==> src/rtl/vga_timing_pkg.sv <==
// -----------------------------------------------------------------------------
// vga_timing_pkg
// Shared constants and helpers for the VGA raster timing generator.
//   - DEF_* : 640x480@60 default segment lengths and sync polarities
//   - axis_total() : total count of one axis (sync + back porch + display + front porch)
//   - cnt_width()  : counter width needed to hold 0..total-1
// -----------------------------------------------------------------------------
package vga_timing_pkg;

    // 640x480@60 horizontal timing, in pixels
    localparam int DEF_H_SYNCPULSE = 96;
    localparam int DEF_H_BPORCH    = 48;
    localparam int DEF_H_DISPLAY   = 640;
    localparam int DEF_H_FPORCH    = 16;

    // 640x480@60 vertical timing, in lines
    localparam int DEF_V_SYNCPULSE = 2;
    localparam int DEF_V_BPORCH    = 33;
    localparam int DEF_V_DISPLAY   = 480;
    localparam int DEF_V_FPORCH    = 10;

    // Both syncs are active-low in the 640x480@60 mode
    localparam logic DEF_HSYNC_POL = 1'b0;
    localparam logic DEF_VSYNC_POL = 1'b0;

    localparam int FRAME_CNT_W = 16;

    // Length of one axis period (H_TOTAL or V_TOTAL)
    function automatic int axis_total(input int sync, input int bporch,
                                      input int display, input int fporch);
        return sync + bporch + display + fporch;
    endfunction

    // Bits needed for a counter running 0..total-1 (never less than 1)
    function automatic int cnt_width(input int total);
        return (total > 1) ? $clog2(total) : 1;
    endfunction

endpackage

==> src/rtl/vga_timing_if.sv <==
// -----------------------------------------------------------------------------
// vga_timing_if
// Bundle of raster timing outputs from vga_timing_gen to the DAC sync pins
// and the pixel-fetch logic.
//   master : driven by vga_timing_gen
//   slave  : consumers (DAC, pixel fetch, checkers)
// Signals:
//   hsync, vsync          sync levels (active level set by the generator's POL params)
//   de                    display enable, high inside the visible window
//   pixel_x, pixel_y      visible coordinates, 0 outside the visible window
//   line_start            one-clk pulse when the horizontal counter enters 0
//   frame_start           one-clk pulse when both counters enter (0,0)
//   h_cnt, v_cnt          raw raster counters (debug visibility)
//   h_act, v_act          per-axis active-window flags (debug visibility)
//   frame_cnt             frame counter, present only with VGA_FRAME_CNT_EN
// HC_W / VC_W must equal cnt_width(axis_total(...)) of the generator's axes.
// -----------------------------------------------------------------------------
interface vga_timing_if #(
    parameter int X_W  = 10,
    parameter int Y_W  = 10,
    parameter int HC_W = 10,
    parameter int VC_W = 10
);
    logic            hsync;
    logic            vsync;
    logic            de;
    logic [X_W-1:0]  pixel_x;
    logic [Y_W-1:0]  pixel_y;
    logic            line_start;
    logic            frame_start;
    logic [HC_W-1:0] h_cnt;
    logic [VC_W-1:0] v_cnt;
    logic            h_act;
    logic            v_act;
`ifdef VGA_FRAME_CNT_EN
    logic [15:0]     frame_cnt;
`endif

    modport master (
        output hsync, vsync, de, pixel_x, pixel_y, line_start, frame_start,
               h_cnt, v_cnt, h_act, v_act
`ifdef VGA_FRAME_CNT_EN
        , output frame_cnt
`endif
    );

    modport slave (
        input hsync, vsync, de, pixel_x, pixel_y, line_start, frame_start,
              h_cnt, v_cnt, h_act, v_act
`ifdef VGA_FRAME_CNT_EN
        , input frame_cnt
`endif
    );

endinterface

==> src/rtl/vga_axis_counter.sv <==
// -----------------------------------------------------------------------------
// vga_axis_counter
// One raster axis: a counter running 0..TOTAL-1 with segment order
// sync pulse, back porch, display, front porch (count 0 = first sync cycle).
// Ports:
//   clk, rst_n  clock, asynchronous active-low reset
//   enable      advance by one on this clk edge
//   cnt         current count (registered)
//   cnt_nxt     value cnt takes on this edge (combinational)
//   sync        registered sync level, POL while cnt is inside the sync pulse
//   act         registered active-window flag for cnt
//   act_nxt     active-window flag for cnt_nxt (combinational)
//   wrap        high when this edge takes cnt from TOTAL-1 back to 0
// Assumes SYNC >= 1 and DISPLAY >= 1.
// -----------------------------------------------------------------------------
module vga_axis_counter
    import vga_timing_pkg::*;
#(
    parameter int   SYNC    = DEF_H_SYNCPULSE,
    parameter int   BPORCH  = DEF_H_BPORCH,
    parameter int   DISPLAY = DEF_H_DISPLAY,
    parameter int   FPORCH  = DEF_H_FPORCH,
    parameter logic POL     = 1'b0,
    localparam int  TOTAL   = axis_total(SYNC, BPORCH, DISPLAY, FPORCH),
    localparam int  CW      = cnt_width(TOTAL)
) (
    input  logic          clk,
    input  logic          rst_n,
    input  logic          enable,
    output logic [CW-1:0] cnt,
    output logic [CW-1:0] cnt_nxt,
    output logic          sync,
    output logic          act,
    output logic          act_nxt,
    output logic          wrap
);

    // Inclusive segment bounds; using "last" values keeps every constant
    // inside 0..TOTAL-1 so it always fits in CW bits.
    localparam logic [CW-1:0] LAST      = CW'(TOTAL - 1);
    localparam logic [CW-1:0] SYNC_LAST = CW'(SYNC - 1);
    localparam logic [CW-1:0] ACT_FIRST = CW'(SYNC + BPORCH);
    localparam logic [CW-1:0] ACT_LAST  = CW'(SYNC + BPORCH + DISPLAY - 1);

    logic at_last;
    logic sync_nxt;

    assign at_last = (cnt == LAST);
    assign wrap    = enable & at_last;

    always_comb begin
        cnt_nxt = cnt;
        if (enable) begin
            cnt_nxt = at_last ? '0 : cnt + 1'b1;
        end
    end

    // Decode the upcoming count so the registered flags line up with cnt.
    assign act_nxt  = (cnt_nxt >= ACT_FIRST) && (cnt_nxt <= ACT_LAST);
    assign sync_nxt = (cnt_nxt <= SYNC_LAST) ? POL : ~POL;

    always_ff @(posedge clk or negedge rst_n) begin
        if (!rst_n) begin
            cnt  <= '0;
            sync <= POL;
            act  <= 1'b0;
        end else if (enable) begin
            cnt  <= cnt_nxt;
            sync <= sync_nxt;
            act  <= act_nxt;
        end
    end

endmodule

==> src/rtl/vga_timing_gen.sv <==
// -----------------------------------------------------------------------------
// vga_timing_gen
// VGA raster timing generator: horizontal and vertical sync, display enable,
// pixel coordinates and line/frame markers, all advanced by a pixel strobe.
// Ports:
//   clk     system clock
//   rst_n   asynchronous active-low reset
//   pix_ce  pixel clock enable; state advances only on clk edges with pix_ce=1
//   vid     vga_timing_if.master carrying all timing outputs
// Every output is a register loaded from the counters' next values, so all
// outputs are cycle-aligned with h_cnt/v_cnt. Level outputs hold while
// pix_ce=0; line_start/frame_start drop on the first clk with pix_ce=0, so
// each pulse is exactly one clk wide.
// Optional build macro VGA_FRAME_CNT_EN adds vid.frame_cnt, a 16-bit
// wrapping count of frame_start events.
// -----------------------------------------------------------------------------
module vga_timing_gen
    import vga_timing_pkg::*;
#(
    parameter int   H_SYNCPULSE = DEF_H_SYNCPULSE,
    parameter int   H_BPORCH    = DEF_H_BPORCH,
    parameter int   H_DISPLAY   = DEF_H_DISPLAY,
    parameter int   H_FPORCH    = DEF_H_FPORCH,
    parameter int   V_SYNCPULSE = DEF_V_SYNCPULSE,
    parameter int   V_BPORCH    = DEF_V_BPORCH,
    parameter int   V_DISPLAY   = DEF_V_DISPLAY,
    parameter int   V_FPORCH    = DEF_V_FPORCH,
    parameter logic HSYNC_POL   = DEF_HSYNC_POL,
    parameter logic VSYNC_POL   = DEF_VSYNC_POL,
    parameter int   X_W         = 10,
    parameter int   Y_W         = 10
) (
    input  logic              clk,
    input  logic              rst_n,
    input  logic              pix_ce,
    vga_timing_if.master      vid
);

    localparam int H_TOTAL = axis_total(H_SYNCPULSE, H_BPORCH, H_DISPLAY, H_FPORCH);
    localparam int V_TOTAL = axis_total(V_SYNCPULSE, V_BPORCH, V_DISPLAY, V_FPORCH);
    localparam int HC_W    = cnt_width(H_TOTAL);
    localparam int VC_W    = cnt_width(V_TOTAL);

    // Offsets from raw count to visible coordinate
    localparam logic [HC_W-1:0] H_OFF = HC_W'(H_SYNCPULSE + H_BPORCH);
    localparam logic [VC_W-1:0] V_OFF = VC_W'(V_SYNCPULSE + V_BPORCH);

    logic [HC_W-1:0] h_cnt, h_cnt_nxt;
    logic [VC_W-1:0] v_cnt, v_cnt_nxt;
    logic            h_sync, h_act, h_act_nxt, h_wrap;
    logic            v_sync, v_act, v_act_nxt, v_wrap;
    logic            v_en;
    logic            de_nxt;

    logic            de_q;
    logic [X_W-1:0]  pixel_x_q;
    logic [Y_W-1:0]  pixel_y_q;
    logic            line_start_q;
    logic            frame_start_q;

    vga_axis_counter #(
        .SYNC    (H_SYNCPULSE),
        .BPORCH  (H_BPORCH),
        .DISPLAY (H_DISPLAY),
        .FPORCH  (H_FPORCH),
        .POL     (HSYNC_POL)
    ) u_h_axis (
        .clk     (clk),
        .rst_n   (rst_n),
        .enable  (pix_ce),
        .cnt     (h_cnt),
        .cnt_nxt (h_cnt_nxt),
        .sync    (h_sync),
        .act     (h_act),
        .act_nxt (h_act_nxt),
        .wrap    (h_wrap)
    );

    // The vertical axis steps once per line, on the strobe that wraps h_cnt.
    assign v_en = pix_ce & h_wrap;

    vga_axis_counter #(
        .SYNC    (V_SYNCPULSE),
        .BPORCH  (V_BPORCH),
        .DISPLAY (V_DISPLAY),
        .FPORCH  (V_FPORCH),
        .POL     (VSYNC_POL)
    ) u_v_axis (
        .clk     (clk),
        .rst_n   (rst_n),
        .enable  (v_en),
        .cnt     (v_cnt),
        .cnt_nxt (v_cnt_nxt),
        .sync    (v_sync),
        .act     (v_act),
        .act_nxt (v_act_nxt),
        .wrap    (v_wrap)
    );

    assign de_nxt = h_act_nxt & v_act_nxt;

    always_ff @(posedge clk or negedge rst_n) begin
        if (!rst_n) begin
            de_q          <= 1'b0;
            pixel_x_q     <= '0;
            pixel_y_q     <= '0;
            line_start_q  <= 1'b0;
            frame_start_q <= 1'b0;
        end else begin
            // h_wrap/v_wrap are already qualified by pix_ce, so the markers
            // fall back to 0 on any clk without a strobe.
            line_start_q  <= h_wrap;
            frame_start_q <= v_wrap;
            if (pix_ce) begin
                de_q      <= de_nxt;
                pixel_x_q <= de_nxt ? X_W'(h_cnt_nxt - H_OFF) : '0;
                pixel_y_q <= de_nxt ? Y_W'(v_cnt_nxt - V_OFF) : '0;
            end
        end
    end

`ifdef VGA_FRAME_CNT_EN
    logic [FRAME_CNT_W-1:0] frame_cnt_q;

    always_ff @(posedge clk or negedge rst_n) begin
        if (!rst_n) begin
            frame_cnt_q <= '0;
        end else if (v_wrap) begin
            frame_cnt_q <= frame_cnt_q + 1'b1;
        end
    end

    assign vid.frame_cnt = frame_cnt_q;
`endif

    assign vid.hsync       = h_sync;
    assign vid.vsync       = v_sync;
    assign vid.de          = de_q;
    assign vid.pixel_x     = pixel_x_q;
    assign vid.pixel_y     = pixel_y_q;
    assign vid.line_start  = line_start_q;
    assign vid.frame_start = frame_start_q;
    assign vid.h_cnt       = h_cnt;
    assign vid.v_cnt       = v_cnt;
    assign vid.h_act       = h_act;
    assign vid.v_act       = v_act;

endmodule
==> src/flat_wrapper.sv <==
// flat-port wrapper written by rule: the top's interface ports become plain ports
module vga_timing_gen_flat import vga_timing_pkg::*;
#(
    parameter int   H_SYNCPULSE = DEF_H_SYNCPULSE,
    parameter int   H_BPORCH    = DEF_H_BPORCH,
    parameter int   H_DISPLAY   = DEF_H_DISPLAY,
    parameter int   H_FPORCH    = DEF_H_FPORCH,
    parameter int   V_SYNCPULSE = DEF_V_SYNCPULSE,
    parameter int   V_BPORCH    = DEF_V_BPORCH,
    parameter int   V_DISPLAY   = DEF_V_DISPLAY,
    parameter int   V_FPORCH    = DEF_V_FPORCH,
    parameter logic HSYNC_POL   = DEF_HSYNC_POL,
    parameter logic VSYNC_POL   = DEF_VSYNC_POL,
    parameter int   X_W         = 10,
    parameter int   Y_W         = 10
)
  (clk, rst_n, pix_ce, vid_hsync, vid_vsync, vid_de, vid_pixel_x, vid_pixel_y, vid_line_start, vid_frame_start, vid_h_cnt, vid_v_cnt, vid_h_act, vid_v_act);
  vga_timing_if #(.X_W(X_W), .Y_W(Y_W)) vid_i ();
  input  logic clk;
  input  logic rst_n;
  input  logic pix_ce;
  output wire logic [$bits(vid_i.hsync)-1:0] vid_hsync;
  output wire logic [$bits(vid_i.vsync)-1:0] vid_vsync;
  output wire logic [$bits(vid_i.de)-1:0] vid_de;
  output wire logic [$bits(vid_i.pixel_x)-1:0] vid_pixel_x;
  output wire logic [$bits(vid_i.pixel_y)-1:0] vid_pixel_y;
  output wire logic [$bits(vid_i.line_start)-1:0] vid_line_start;
  output wire logic [$bits(vid_i.frame_start)-1:0] vid_frame_start;
  output wire logic [$bits(vid_i.h_cnt)-1:0] vid_h_cnt;
  output wire logic [$bits(vid_i.v_cnt)-1:0] vid_v_cnt;
  output wire logic [$bits(vid_i.h_act)-1:0] vid_h_act;
  output wire logic [$bits(vid_i.v_act)-1:0] vid_v_act;
  assign vid_hsync = vid_i.hsync;
  assign vid_vsync = vid_i.vsync;
  assign vid_de = vid_i.de;
  assign vid_pixel_x = vid_i.pixel_x;
  assign vid_pixel_y = vid_i.pixel_y;
  assign vid_line_start = vid_i.line_start;
  assign vid_frame_start = vid_i.frame_start;
  assign vid_h_cnt = vid_i.h_cnt;
  assign vid_v_cnt = vid_i.v_cnt;
  assign vid_h_act = vid_i.h_act;
  assign vid_v_act = vid_i.v_act;
  vga_timing_gen #(.H_SYNCPULSE(H_SYNCPULSE), .H_BPORCH(H_BPORCH), .H_DISPLAY(H_DISPLAY), .H_FPORCH(H_FPORCH), .V_SYNCPULSE(V_SYNCPULSE), .V_BPORCH(V_BPORCH), .V_DISPLAY(V_DISPLAY), .V_FPORCH(V_FPORCH), .HSYNC_POL(HSYNC_POL), .VSYNC_POL(VSYNC_POL), .X_W(X_W), .Y_W(Y_W)) u_core (.clk(clk), .rst_n(rst_n), .pix_ce(pix_ce), .vid(vid_i));
endmodule
==> config.mk <==
export PLATFORM = sky130hd
export DESIGN_NAME = vga_timing_gen_flat
export DESIGN_NICKNAME = d
export VERILOG_FILES = /design/src/rtl/vga_timing_pkg.sv /design/src/rtl/vga_timing_if.sv /design/src/rtl/vga_axis_counter.sv /design/src/rtl/vga_timing_gen.sv /design/src/flat_wrapper.sv
export SDC_FILE = /design/constraint.sdc
export NUM_CORES = 1
export LEC_CHECK = 0
export ABC_AREA = 1
export BUFFER_PORTS_ARGS = -buffer_cell sky130_fd_sc_hd__buf_4
export CORE_MARGIN = 5
export CORE_UTILIZATION = 50
export DETAILED_ROUTE_END_ITERATION = 8
export PLACE_DENSITY = 0.76
export SLEW_MARGIN = 10
export SYNTH_ARGS = -nofsm -noshare
export SYNTH_HDL_FRONTEND = slang
export SYNTH_HIERARCHICAL = 1
export SYNTH_SLANG_ARGS = --single-unit
==> constraint.sdc <==
create_clock -name clk -period 2.65 [get_ports clk]
set_clock_uncertainty 0.05 [all_clocks]
set_input_delay 0.53 -clock clk [delete_from_list [all_inputs] [get_ports clk]]
set_output_delay 0.53 -clock clk [all_outputs]
set_load 0.05 [all_outputs]
==> results of run 1 <==
[worst register-to-register path: cells and delay by family (launching register included)]
| family | cells | cell delay [ns] |
|---|---|---|
| buf+inv | 7 | 0.59 |
| compound gates | 1 | 0.12 |
| fa+ha+maj | 1 | 0.17 |
| simple gates | 14 | 1.11 |
| flops | 1 | 0.44 |
[worst paths after layout]
path / cells past startpoint / from / slack [ns] / endpoint
hold / removal: 1 / rst_n / 0.18 / u_core/vid.frame_start$_DFF_PN0_
setup reg to reg: 23 / u_core/u_h_axis/cnt[1]$_DFFE_PN0P_ / 0.08 / u_core/vid.pixel_y[8]$_DFFE_PN0P_
min in group clk: 2 / u_core/vid.de$_DFFE_PN0P_ / 0.44 / u_core/vid.de$_DFFE_PN0P_
hold reg to reg: 2 / u_core/vid.de$_DFFE_PN0P_ / 0.44 / u_core/vid.de$_DFFE_PN0P_
max in group asynchronous: 1 / rst_n / 1.92 / u_core/u_h_axis/cnt[9]$_DFFE_PN0P_
setup / recovery: 23 / u_core/u_h_axis/cnt[1]$_DFFE_PN0P_ / 0.08 / u_core/vid.pixel_y[8]$_DFFE_PN0P_
[where the power goes]
group	leakage, nW	internal, mW	total, mW	switching (mW)
Clock	0.0654	0.377	0.631	0.253
Combinational	1.51	0.411	1.27	0.858
Sequential	0.589	0.808	0.896	0.0887
Total	2.16	1.60	2.80	1.20
[through the flow]
stage / worst slack [ns] / power [mW] / instance area, µm² / std cells / util, %
5_1_grt: -0.1208 / 2.957 / 3867 / 538 / 70.67
6_report: 0.08375 / 2.796 / 3867 / 538 / 70.67
3_5_place_dp: -0.2060 / 2.125 / 3536 / 521 / 64.61
2_1_floorplan: -0.08768 / 1.736 / 2868 / 370 / -
3_3_place_gp: -0.1400 / 2.097 / 3536 / 521 / 64.61
4_1_cts: 0.02956 / 2.785 / 3700 / 532 / 67.60
[final cells by class]
| cell class | count | share of cell area (%) |
|---|---|---|
| clock buffer | 6 | 1.876 |
| clock inverter | 2 | 1.553 |
| inverter | 70 | 7.053 |
| multi-input combinational | 248 | 38.11 |
| sequential | 47 | 30.67 |
| tap | 72 | 2.329 |
| timing repair buffer | 92 | 18.25 |
| timing repair inverter | 1 | 0.1618 |
[kinds of logic after synthesis]
kind of cell	count (synthesis)	share of synthesized area (%)
flops	47	42.08
compound gates	34	7.207
fa+ha+maj	5	2.238
simple gates	203	35.59
buf+inv	75	11.01
xor+xnor	6	1.880
[sequential cells by signal, indices dropped and copies added (netlist names)]
name / cells
u_core/vid.frame_start: 1
u_core/vid.pixel_x: 10
u_core/u_v_axis/act: 1
u_core/u_h_axis/act: 1
u_core/u_h_axis/cnt: 10
u_core/vid.de: 1
u_core/u_v_axis/sync: 1
u_core/u_h_axis/sync: 1
u_core/vid.pixel_y: 10
u_core/u_v_axis/cnt: 10
u_core/vid.line_start: 1
[per-layer routing]
layer	global-route usage (%)	share of wire, %
met4	7.194	1.3
met3	4.514	5.2
met2	34.88	51
met1	26.06	43
met5	0	0
[cell usage after synthesis, drive strengths merged]
master,n,area [µm²]
xor2,4,35.03
a22o,5,43.79
nor2,36,183.9
dfrtp,47,1176
nand3,28,187.7
nand4,8,62.56
and2,1,6.260
clkinv,1,8.760
a31oi,1,6.260
inv,69,259.0
ha,5,62.56
nand2,119,486.7
o21ai,20,107.6
xnor2,2,17.52
buf,5,40.04
nor3,8,45.04
a21oi,8,43.79
nand3b,3,22.52
[what timing repair did]
item                       in CTS  in global routing
pin swaps                       0                 19
gates resized for setup         2                 42
cloned                          0                  1
buffers inserted                3                  5
setup endpoints to repair      13                 21
==> impl_summary.log, run 1 <==
[metrics] Crit Path Category: reg -> reg
[metrics] number of vias per cell: 5.087
[metrics] sequential element share of the synthesized area: 42.08%
[metrics] most used cells in the layout excluding fill and tap cells: 95 x sky130_fd_sc_hd__nand2_1, 88 x sky130_fd_sc_hd__buf_4, 59 x sky130_fd_sc_hd__inv_1
[metrics] number of buffers added by the clock tree synthesis step: 5
[metrics] result of the run: finished clean
[metrics] maximum ir drop on the vdd rail: 477.6 µV
[metrics] maximum count of clock buffers along a single path: 2
[metrics] Fmax achieved: 0.3897 GHz
[metrics] placement row count: 27
[metrics] clock insertion delay at the later pin of the skew report: 0.31 ns
[metrics] yosys synthesis warning count: 6
[metrics] library cell appearing most often on the critical path: sky130_fd_sc_hd__nand2_1
[metrics] CTS clk-pin slew, worst paths: 0.09 ns
[metrics] critical path capture point type: flop
[metrics] final total negative setup slack: 0 ns
[metrics] summed instance area of the synthesized netlist: 2795 µm²
[metrics] Post-layout nets: 473
[metrics] die extent in x: 84.77 µm
[metrics] number of setup violations in the final report: 0
[metrics] maximum level of the CTS H-tree: 2
[metrics] WP buf/inv: 7
[metrics] initial antenna violation count: 0
[metrics] crit-path max FO: 8
[metrics] kind of launch point of the worst setup path: flop
[metrics] minimum hold slack: 0.1777 ns
[metrics] clock tree from TritonCTS: done
[metrics] Post-Synthesis Cells: 370
[metrics] Remaining Overflow, GRT: 0
[metrics] setup repair after global routing missed its margin: true
[metrics] drc violations: 0
[metrics] via count of the first global-routing pass: 2632
[metrics] CTS root buf: sky130_fd_sc_hd__clkbuf_8
[metrics] Vert. Die Dim: 84.77 µm
[metrics] effective utilization at floorplan: 51.07%
[metrics] mean post-synth cell area: 7.555 µm²
[metrics] Final Hold Viols: 0
[metrics] wire length after detailed routing: 7478 µm
[metrics] port buffer count: 49
[metrics] area of all sequential standard cells: 1186 µm²
[metrics] Fillers: 445
[metrics] total core area: 5473 µm²
[metrics] peak per-stage delay on the critical path: 0.44 ns
[metrics] Worst-Margin Slew: 0.6605 ns
[metrics] number of placed I/O pins: 50
[metrics] leading cell type in the layout, fill and taps excluded: sky130_fd_sc_hd__nand2_1
[metrics] max-capacitance violation count: 0
[metrics] clk sink count: 47
[metrics] normalized max-slew margin: 55.92%
[metrics] max-slew violation count: 0
[metrics] ratio of final minimum period to clock period: 96.84%
[metrics] routed via count: 2737
[metrics] half-perimeter wire length after detailed placement: 5359 µm
[metrics] Area Overhead vs Synth: 38.36%
[metrics] time the worst path needs with I/O delays and setup: 2.566 ns
[metrics] routability congestion estimate: 0.8947
[metrics] Total GRT Usage: 20.66%
[metrics] largest net degree at the start of global routing: 48
[metrics] number of inserted diodes: 0
[metrics] remaining antenna violation count after routing: 0
[metrics] count of distinct cell types in the synthesized netlist: 33
[metrics] nets in the synthesized netlist: 378
[metrics] floorplan die area: 7186 µm²
[metrics] post-synthesis register bit count: 47
[metrics] cell area power density: 722.9 nW/µm²
[metrics] cell-by-cell trace of the critical path: ha_4 > inv_2 > nor2_4 > nand3_4 > inv_2 > nand2_2 > inv_4 > buf_4 > buf_4 > nand2_1 > inv_1 > nand2_1 > nand2_2 > nand2_2 > nand2_1 > nor2_1 > nand2_1 > nand2_1 > and2_4 > nand3_4 > inv_8 > nand2_1 > o21ai_1
[metrics] crit path max-delay cell type: sky130_fd_sc_hd__dfrtp_2
[metrics] final routed wire length divided by cell count: 13.90 µm
[metrics] iteration-0 DRC count of the detailed router: 162
[metrics] number of iterations in the first detailed-routing pass: 4
[metrics] layout cells sized above 1: 39.48%
[metrics] total area of multi-input combinational cells: 1474 µm²
[metrics] critical path's top delay family: simple AND/OR/NAND/NOR gates
[metrics] wire length of the first global-routing pass: 12020 µm
[metrics] Hold Path Class: in -> async
[metrics] leakage power total: 2.163 nW
[metrics] hold buffer count at cts: 0
[metrics] required time of the worst setup path: 2.83 ns
[metrics] crit path DAT: 2.75 ns
Power figures use the tool's default switching activity.
==> inputs of run 2 (changes only) <==
--- a/config.mk
+++ b/config.mk
@@ -14,5 +14,4 @@
 export SLEW_MARGIN = 10
 export SYNTH_ARGS = -nofsm -noshare
 export SYNTH_HDL_FRONTEND = slang
-export SYNTH_HIERARCHICAL = 1
 export SYNTH_SLANG_ARGS = --single-unit
==> impl_summary.log, run 2 <==
[metrics] Worst-Margin Slew: 0.5917 ns (-0.06885 ns)
[metrics] maximum level of the CTS H-tree: 2 (unchanged)
[metrics] top_reg_cell synth: sky130_fd_sc_hd__dfrtp_1
[metrics] leakage power total: 1.959 nW (-9.5%)
[metrics] Remaining Overflow, GRT: 0 (unchanged)
[metrics] routed via count: 2569 (-6.1%)
[metrics] ratio of final minimum period to clock period: 96.12% (-0.72 points)
[metrics] number of setup violations in the final report: 0 (unchanged)
[metrics] Total GRT Usage: 19.01% (-1.6 points)
[metrics] cells taking the most area after synthesis: sky130_fd_sc_hd__dfrtp_1 42%, sky130_fd_sc_hd__nand2_1 19%, sky130_fd_sc_hd__inv_1 6.5%
[metrics] time the worst path needs with I/O delays and setup: 2.547 ns (-0.01903 ns)
[metrics] switching share of power: 45.04% (+2.1 points)
[metrics] drc violations: 0 (unchanged)
[metrics] critical path's top delay family: simple AND/OR/NAND/NOR gates
[metrics] minimum hold slack: 0.1722 ns (-0.005472 ns)
[metrics] clock insertion delay at the later pin of the skew report: 0.30 ns (about the same)
[metrics] wire length of the first global-routing pass: 11290 µm (-6.1%)
[metrics] number of inserted diodes: 0 (unchanged)
[metrics] maximum count of clock buffers along a single path: 2 (unchanged)
[metrics] critical path capture point type: flop
[metrics] cell internal power dissipation: 1.322 mW (-17%)
[metrics] most used cells in the layout excluding fill and tap cells: 136 x sky130_fd_sc_hd__nand2_1, 64 x sky130_fd_sc_hd__buf_4, 48 x sky130_fd_sc_hd__inv_1
[metrics] number of iterations in the first detailed-routing pass: 4 (unchanged)
[metrics] yosys synthesis warning count: 0 (-6)
[metrics] normalized max-slew margin: 60.56% (+4.6 points)
[metrics] Final Instance Count excl. Fillers: 519 (-3.5%)
[metrics] CTS clk-pin slew, worst paths: 0.09 ns (about the same)
[metrics] area share of the leading cell type in the synthesized netlist: 42.15% (+0.075 points)
[metrics] WP buf/inv: 2 (-5)
[metrics] Net Switching: 1.083 mW (-9.7%)
[metrics] largest net degree at the start of global routing: 48 (unchanged)
[metrics] Fmax achieved: 0.3926 GHz (+0.75%)
[metrics] max-slew violation count: 0 (unchanged)
[metrics] Post-layout nets: 459 (-3.0%)
[metrics] total core area: 5473 µm² (unchanged)
[metrics] sequential element share of the synthesized area: 42.15% (+0.075 points)
[metrics] CTS root buf: sky130_fd_sc_hd__clkbuf_8
[metrics] Crit Path Category: reg -> reg
[metrics] crit-path max FO: 7 (-1)
[metrics] final routed wire length divided by cell count: 13.45 µm (-3.2%)
[metrics] library cell appearing most often on the critical path: sky130_fd_sc_hd__nand2_2
[metrics] clk sink count: 47 (unchanged)
[metrics] mean post-synth cell area: 7.381 µm² (-2.3%)
[metrics] number of vias per cell: 4.950 (-2.7%)
[metrics] wire length after detailed routing: 6983 µm (-6.6%)
[metrics] sequential power share: 37.2% (+5.1 points)
[metrics] leading cell type in the layout, fill and taps excluded: sky130_fd_sc_hd__nand2_1
[metrics] share of flip-flops with an asynchronous set or reset after synthesis: 100.0% (unchanged)
[metrics] required time of the worst setup path: 2.80 ns (-0.03 ns)
[metrics] number of placed I/O pins: 50 (unchanged)
[metrics] cell-by-cell trace of the critical path: ha_4 > nand2_1 > nor2_2 > nand2_2 > nor2_4 > nand2_2 > a21oi_4 > inv_1 > ha_2 > or2_4 > nand3_2 > nand2_2 > nand2_8 > inv_1 > nand3_1 > nand2_1
[metrics] floorplan die area: 7174 µm² (-0.17%)
[metrics] EDFF count, synth: 0 (unchanged)
[metrics] instance count after placement with tap cells included: 501 (-3.8%)
[metrics] cell area power density: 676.6 nW/µm² (-6.4%)
[metrics] remaining antenna violation count after routing: 0 (unchanged)
[metrics] via count of the first global-routing pass: 2392 (-9.1%)
[metrics] number of buffers added by the clock tree synthesis step: 5 (unchanged)
[metrics] effective utilization at floorplan: 50.98% (-0.091 points)
[metrics] die extent in x: 84.70 µm (about the same)
[metrics] Commonest cells post-synth: 141 x sky130_fd_sc_hd__nand2_1, 48 x sky130_fd_sc_hd__inv_1, 47 x sky130_fd_sc_hd__dfrtp_1
[metrics] peak per-stage delay on the critical path: 0.42 ns (-0.02 ns)
[metrics] clock group share of total power: 19.3% (-3.3 points)
[metrics] placement row count: 27 (unchanged)
[metrics] crit path DAT: 2.70 ns (-0.05 ns)
[metrics] kind of launch point of the worst setup path: flop
[metrics] routability congestion estimate: 0.8583 (-4.1%)
[metrics] Combinational Power Share: 43.5% (-1.9 points)
[metrics] top cell type by total area after synthesis: sky130_fd_sc_hd__dfrtp_1
[metrics] Vert. Die Dim: 84.70 µm (about the same)
[metrics] summed instance area of the synthesized netlist: 2790 µm² (-0.18%)
[metrics] crit path max-delay cell type: sky130_fd_sc_hd__dfrtp_2
[metrics] port buffer count: 49 (unchanged)
[metrics] Fillers: 505 (+13%)
[metrics] Area Overhead vs Synth: 27.40%
[metrics] clock tree from TritonCTS: done
[metrics] Hold Path Class: in -> async
[metrics] iteration-0 DRC count of the detailed router: 243 (+50%)
[metrics] maximum ir drop on the vdd rail: 466.9 µV (-2.2%)
[metrics] post-synthesis register bit count: 47 (unchanged)
[metrics] layout cells sized above 1: 28.19% (-11 points)
[metrics] max-capacitance violation count: 0 (unchanged)
[metrics] Post-Synthesis Cells: 378 (+2.2%)
[metrics] count of distinct cell types in the synthesized netlist: 33 (unchanged)
[metrics] cell with the most instances after synthesis: sky130_fd_sc_hd__nand2_1
[metrics] half-perimeter wire length after detailed placement: 5028 µm (-6.2%)
[metrics] result of the run: finished clean
[metrics] nets in the synthesized netlist: 391 (+3.4%)
[metrics] Final Hold Viols: 0 (unchanged)
[metrics] initial antenna violation count: 0 (unchanged)
==> run 2: cell count changes after synthesis, moves of 9 or more <==
cell,change
sky130_fd_sc_hd__inv_1,-14
sky130_fd_sc_hd__o21ai_0,-11
sky130_fd_sc_hd__nand2_2,-9
sky130_fd_sc_hd__nand2_1,+36
sky130_fd_sc_hd__nand3_1,+9
==> run 2: logic make-up after synthesis <==
family | Yosys count | synth area share [%]
flip-flops | 47 | 42.15
XOR/XNOR | 10 | 3.408
AO/OA/AOI/OAI | 20 | 4.170
AND/OR/NAND/NOR | 231 | 36.77
buffers and inverters | 60 | 9.013
adder cells (fa/ha/maj) | 10 | 4.484
==> run 2: what timing repair did <==
| item | CTS | global route |
|---|---|---|
| buffers inserted | 0 | 7 |
| resized for setup | 0 | 19 |
| hold buffers | 0 | 0 |
| endpoints found under the setup margin | 0 | 20 |
==> run 2: stage by stage <==
step / setup TNS (ns) / total power [mW] / cell area [µm²] / util, % / worst slack [ns]
global route: -0.1775 / 2.557 / 3555 / 64.95 / -0.02079
global placement: 0 / 1.885 / 3296 / 60.22 / 0.1359
finish: 0 / 2.405 / 3555 / 64.95 / 0.1028
detailed placement: 0 / 1.892 / 3296 / 60.22 / 0.05943
floorplan: 0 / 1.605 / 2826 / - / 0.004761
CTS: 0 / 2.360 / 3395 / 62.03 / 0.06058
==> run 2: worst reg2reg max path, delay by kind of cell, from the launching register on <==
family	cells	cell delay [ns]
buffers and inverters	2	0.19
adder cells (fa/ha/maj)	2	0.34
flip-flops	1	0.42
AND/OR/NAND/NOR	11	1.24
AO/OA/AOI/OAI	1	0.21
==> run 2: metal layers <==
metal / part of all wire (%) / track usage, %
met1: 47 / 27.57
met3: 5.9 / 2.944
met5: 0 / 0
met4: 0.82 / 5.180
met2: 46 / 29.54
==> run 2: final timing paths <==
| path | startpoint | to | slack (ns) | cells after the start |
|---|---|---|---|---|
| min reg2reg | u_core.u_v_axis.act$_DFFE_PN0N_ | u_core.u_v_axis.act$_DFFE_PN0N_ | 0.44 | 2 |
| max in group asynchronous | rst_n | u_core.u_v_axis.cnt[0]$_DFFE_PN0N_ | 1.94 | 1 |
| min in group clk | u_core.u_v_axis.act$_DFFE_PN0N_ | u_core.u_v_axis.act$_DFFE_PN0N_ | 0.44 | 2 |
| min | rst_n | u_core.vid.pixel_x[5]$_DFFE_PN0P_ | 0.17 | 1 |
| max reg2reg | u_core.u_h_axis.cnt[1]$_DFFE_PN0P_ | u_core.vid.pixel_x[1]$_DFFE_PN0P_ | 0.10 | 16 |
| max | u_core.u_h_axis.cnt[1]$_DFFE_PN0P_ | u_core.vid.pixel_x[1]$_DFFE_PN0P_ | 0.10 | 16 |
==> run 2: area by class of cell <==
type	count	area, µm²	area share (%)
multi-input combinational	274	1495	42.06
sequential	47	1185	33.33
timing repair buffer	64	480.5	13.52
inverter	54	205.2	5.773
tap	72	90.09	2.534
clock buffer	6	82.58	2.323
clock inverter	2	16.27	0.4576
==> run 2: power groups by stage <==
stage	registers (mW)	logic (mW)	clock network, mW
after floorplan	1.18	0.424	0
after global placement	0.907	0.978	0
after detailed placement	0.908	0.984	0
after CTS	0.894	0.991	0.475
after global routing	0.907	1.14	0.508
final	0.894	1.05	0.465
